`src/rtl/smol_mem_pkg.sv`:
```
// Shared widths and state/owner encodings for the memory-port arbiter.
package smol_mem_pkg;

  localparam int unsigned ADDR_W = 8;
  localparam int unsigned DATA_W = 8;

  typedef enum logic {OWN_IF, OWN_D} owner_t;
  typedef enum logic {ARB_IDLE, ARB_WAIT} arb_state_t;

endpackage

```
`src/rtl/mem_arbiter.sv`:
```
// Arbitrates the single memory port between instruction fetch and load/store,
// counting out the fixed read latency and returning data to the owner.
module mem_arbiter
  import smol_mem_pkg::*;
#(
  parameter int unsigned MEM_LAT    = 1,
  parameter int unsigned STARVE_MAX = 4
) (
  input  logic              clk,
  input  logic              sync_rst,
  input  logic              if_req,
  input  logic [ADDR_W-1:0] if_addr,
  output logic              if_gnt,
  output logic              if_rvalid,
  output logic [DATA_W-1:0] if_rdata,
  input  logic              d_req,
  input  logic              d_we,
  input  logic [ADDR_W-1:0] d_addr,
  input  logic [DATA_W-1:0] d_wdata,
  output logic              d_gnt,
  output logic              d_rvalid,
  output logic [DATA_W-1:0] d_rdata,
  output logic              mem_en,
  output logic              mem_we,
  output logic [ADDR_W-1:0] mem_addr,
  output logic [DATA_W-1:0] mem_wdata,
  input  logic [DATA_W-1:0] mem_rdata
);

  localparam logic [2:0] LAT_INIT   = 3'(MEM_LAT);
  localparam logic [3:0] STARVE_LIM = 4'(STARVE_MAX);

  arb_state_t        state, state_nxt;
  owner_t            owner;
  logic              we_q;
  logic [2:0]        lat_cnt;
  logic [3:0]        starve_cnt;
  logic [ADDR_W-1:0] addr_q;
  logic [DATA_W-1:0] wdata_q;
  logic              d_win;

  assign d_win = d_req && !(if_req && starve_cnt == STARVE_LIM);

  // Outputs are forced low while reset is held so an abandoned access
  // cannot leak an rvalid in the reset cycle itself.
  always_comb begin
    state_nxt = state;
    if_gnt    = 1'b0;
    if_rvalid = 1'b0;
    if_rdata  = '0;
    d_gnt     = 1'b0;
    d_rvalid  = 1'b0;
    d_rdata   = '0;
    mem_en    = 1'b0;
    mem_we    = 1'b0;
    mem_addr  = sync_rst ? '0 : addr_q;
    mem_wdata = sync_rst ? '0 : wdata_q;
    if (!sync_rst) begin
      case (state)
        ARB_IDLE: begin
          if (d_win) begin
            d_gnt     = 1'b1;
            mem_en    = 1'b1;
            mem_we    = d_we;
            mem_addr  = d_addr;
            mem_wdata = d_wdata;
            state_nxt = ARB_WAIT;
          end else if (if_req) begin
            if_gnt    = 1'b1;
            mem_en    = 1'b1;
            mem_addr  = if_addr;
            state_nxt = ARB_WAIT;
          end
        end
        ARB_WAIT: begin
          if (lat_cnt == 3'd1) begin
            state_nxt = ARB_IDLE;
            if (owner == OWN_D) begin
              d_rvalid = 1'b1;
              d_rdata  = we_q ? '0 : mem_rdata;
            end else begin
              if_rvalid = 1'b1;
              if_rdata  = mem_rdata;
            end
          end
        end
        default: state_nxt = ARB_IDLE;
      endcase
    end
  end

  always_ff @(posedge clk) begin
    if (sync_rst) begin
      state      <= ARB_IDLE;
      owner      <= OWN_IF;
      we_q       <= 1'b0;
      lat_cnt    <= '0;
      starve_cnt <= '0;
      addr_q     <= '0;
      wdata_q    <= '0;
    end else begin
      state <= state_nxt;
      if (mem_en) begin
        addr_q  <= mem_addr;
        wdata_q <= mem_wdata;
        lat_cnt <= LAT_INIT;
        owner   <= d_gnt ? OWN_D : OWN_IF;
        we_q    <= mem_we;
        if (if_gnt || !if_req)
          starve_cnt <= '0;
        else if (starve_cnt != STARVE_LIM)
          starve_cnt <= starve_cnt + 4'd1;
      end else if (state == ARB_WAIT) begin
        lat_cnt <= lat_cnt - 3'd1;
      end
    end
  end

endmodule

```
`config.mk`:
```
export PLATFORM = sky130hd
export DESIGN_NAME = mem_arbiter
export DESIGN_NICKNAME = d
export VERILOG_FILES = /design/src/rtl/smol_mem_pkg.sv /design/src/rtl/mem_arbiter.sv
export SDC_FILE = /design/constraint.sdc
export NUM_CORES = 1
export LEC_CHECK = 0
export CAP_MARGIN = 10
export CORE_ASPECT_RATIO = 0.8
export CORE_UTILIZATION = 43
export DETAILED_ROUTE_END_ITERATION = 12
export PLACE_DENSITY = 0.9
export SLEW_MARGIN = 20
export SYNTH_ARGS = -nofsm -noshare
export SYNTH_HDL_FRONTEND = slang
export SYNTH_SLANG_ARGS = --single-unit
```
`constraint.sdc`:
```
create_clock -name clk -period 4.7 [get_ports clk]
set_input_delay 1.175 -clock clk [delete_from_list [all_inputs] [get_ports clk]]
set_output_delay 1.175 -clock clk [all_outputs]
set_load 0.05 [all_outputs]
```
==> reports/metrics.json <==
{
  "outcome": "complete, no violations",
  "peakVddDrop_uv": 262.3,
  "post_cts_buffers": 0,
  "clk_latency_ps": 270,
  "synth_edf_count": 0,
  "detail_route.wirelength_mm": 4.543,
  "route.antenna.remaining_nets": 0,
  "initial_utilization_pct": 46.64,
  "worst_setup_hold_path_clk_slew_ps": 90,
  "timing.hold.worst.class": "flop to flop",
  "design_area_um2": 2680,
  "grt_pass1_vias": 1446,
  "row_count": 18,
  "final_net_count": 277,
  "critPathArrivalTime_ps": 3150,
  "fillCellCount": 173,
  "utilization_pct": 83.80,
  "clock_sink_count": 26,
  "synth_compound_gate_area_share_pct": 20.39,
  "max_cap_viol_count": 0,
  "clock_skew_ps": 4.165,
  "cp-start-kind": "primary input",
  "cp.required_ps": 3520,
  "placedInstanceArea_um2": 2609,
  "layout_common_cells": "sky130_fd_sc_hd__buf_12 (38), sky130_fd_sc_hd__clkdlybuf4s50_1 (36), sky130_fd_sc_hd__dfxtp_1 (26)",
  "horizontal_die_dimension_um": 67.85,
  "antenna_violations_before_repair": 0,
  "mean_post_synth_cell_area_um2": 9.094,
  "cts_htree_levels": 1,
  "drt_iter0_drc": 136,
  "synth-xor-area-share_pct": 0.5872,
  "netlist_instances": 164,
  "synthSimpleGateAreaFrac_pct": 27.52,
  "groute.usage.overall_pct": 25.59,
  "grt_setup_unrepaired": "no",
  "timing_worst_slew_pin_value_ps": 593.0,
  "yosys_warnings": 0,
  "maxSlewViolCount": 0,
  "power.density_nw_per_um2": 262.2,
  "num_antenna_cells": 0,
  "grt_pass1_wl_mm": 6.969,
  "cts_repair_resize_count": 0,
  "tns_ps": 0,
  "timing.setup.critical_path_class": "primary input to output pin",
  "yosys.area_share.adder_pct": 3.356,
  "detail_route.drc_violations": 0,
  "place_hpwl_mm": 3.422,
  "synth_top_area_share_pct": 34.90,
  "floorplan.die_area_um2": 3709,
  "post-route-period-util_pct": 92.09,
  "drt-pass1-iter-count": 4,
  "count_of_endpoints_failing_setup_in_the_final_report": 0,
  "synth.mux.area_fraction_pct": 5.369,
  "tritoncts_clock_tree": "yes",
  "final.min_clock_period_ps": 4328,
  "die_h_um": 54.68,
  "ys.flop_type": "sky130_fd_sc_hd__dfxtp_1",
  "area_growth_syn_to_layout_pct": 79.70,
  "yosysUniqueCellTypes": 39,
  "replace_congestion": 0.8240,
  "total_overflow_reported_by_the_global_router": 0,
  "post_drt_via_cell_ratio": 5.422,
  "timing.final.hold_violations": 0,
  "synth.net_count": 205,
  "root_buffer": "sky130_fd_sc_hd__clkbuf_8",
  "p_leak_nw": 1.122,
  "critPathCaptureType": "output pin",
  "core_um2": 3198,
  "route.vias.total": 1491,
  "ctsHoldBuffers": 0,
  "synthesis.area_um2": 1491,
  "synth.area.top_cells": "sky130_fd_sc_hd__dfxtp_1 (35%), sky130_fd_sc_hd__and2_1 (7.6%), sky130_fd_sc_hd__o221a_1 (7.6%)",
  "slew-limit-headroom_pct": 60.25,
  "ff2ff_path_depth": 6,
  "clock_path_buffers": 2,
  "avgRoutedWirePerCell_um": 16.52,
  "hold_path_depth": 2,
  "cts_buffers": 3,
  "critical_path_peak_fanout": 22,
  "synth_top_family_by_area": "simple AND/OR/NAND/NOR gates",
  "hold_ws_ps": 497.6,
  "synth-seq-area-share_pct": 34.90,
  "final_common_cell": "sky130_fd_sc_hd__buf_12",
  "port_buffers": 74,
  "boundaryPins": 75,
  "ys_ff_latch": 26,
  "ys_async_sr_fraction_pct": 0,
  "leading_area_contributor_after_synthesis": "sky130_fd_sc_hd__dfxtp_1",
  "grt_max_degree": 30,
  "fmax_ghz": 0.2310,
  "drive_gt1_share_pct": 25.53
}
[worst max-delay path: stages]
cell,delay [ps]
sky130_fd_sc_hd__clkdlybuf4s50_1,730
sky130_fd_sc_hd__nand3b_2,550
sky130_fd_sc_hd__mux2i_1,400
sky130_fd_sc_hd__nor2_1,120
sky130_fd_sc_hd__buf_12,170
[Yosys cell counts, drive strengths merged (2+ instances only)]
library cell  count
ha                4
and2             18
a22o              2
a21o              2
o221a            14
buf               8
inv              13
and3              2
a211oi            2
or2               2
nand3             3
o21ai            10
nand3b            4
mux2i             8
a21oi             4
nand2b            2
dfxtp            26
nand4b            3
nor2             24
nand2             3
[layer usage]
layer	global-route usage, %	up-vias	wire [um]
met5	0	-	0
met4	4.861	0	43
met3	7.083	6	245
met2	43.89	58	2287
met1	32.33	707	1967
li1	-	720	-
[where the power goes]
part / leakage, nW / switching, mW / internal [mW] / total [mW]
sequential: 0.214 / 0.0121 / 0.238 / 0.250
clock: 0.0357 / 0.0727 / 0.114 / 0.187
combinational: 0.872 / 0.136 / 0.130 / 0.266
total: 1.12 / 0.220 / 0.482 / 0.703
[registers in the layout (all words and copies together) (netlist names)]
register and flops:
addr_q 8, wdata_q 8, starve_cnt 4, lat_cnt 3
owner 1, state 1, we_q 1
[kinds of logic after synthesis]
kind of cell             Yosys count
multiplexers                       8
adder cells (fa/ha/maj)            4
AND/OR/NAND/NOR                   66
XOR/XNOR                           1
flip-flops                        26
AO/OA/AOI/OAI                     37
buffers and inverters             22
[worst paths after layout]
check / startpoint / end / slack, ps
max: d_req / mem_wdata[7] / 370
min: starve_cnt[3] / starve_cnt[3] / 500
max reg2reg: starve_cnt[0] / wdata_q[2] / 2730
min reg2reg: starve_cnt[3] / starve_cnt[3] / 500
[stage by stage]
step,power (mW),setup slack [ps],cells
3_5_place_dp,0.5180,453.1,271
6_report,0.7028,371.8,275
3_3_place_gp,0.5092,514.1,271
5_1_grt,0.7283,269.7,275
4_1_cts,0.7038,402.0,275
2_1_floorplan,0.3917,969.2,164
[cell type report]
| cell class | instances | area, um^2 | area share, % |
|---|---|---|---|
| clock buffer | 3 | 41.29 | 1.541 |
| multi-input combinational | 116 | 853.3 | 31.84 |
| clock inverter | 1 | 30.03 | 1.120 |
| timing repair buffer | 76 | 1136 | 42.39 |
| tap | 40 | 50.05 | 1.867 |
| sequential | 26 | 520.5 | 19.42 |
| inverter | 13 | 48.80 | 1.821 |
(Power assumes the default switching activity.)
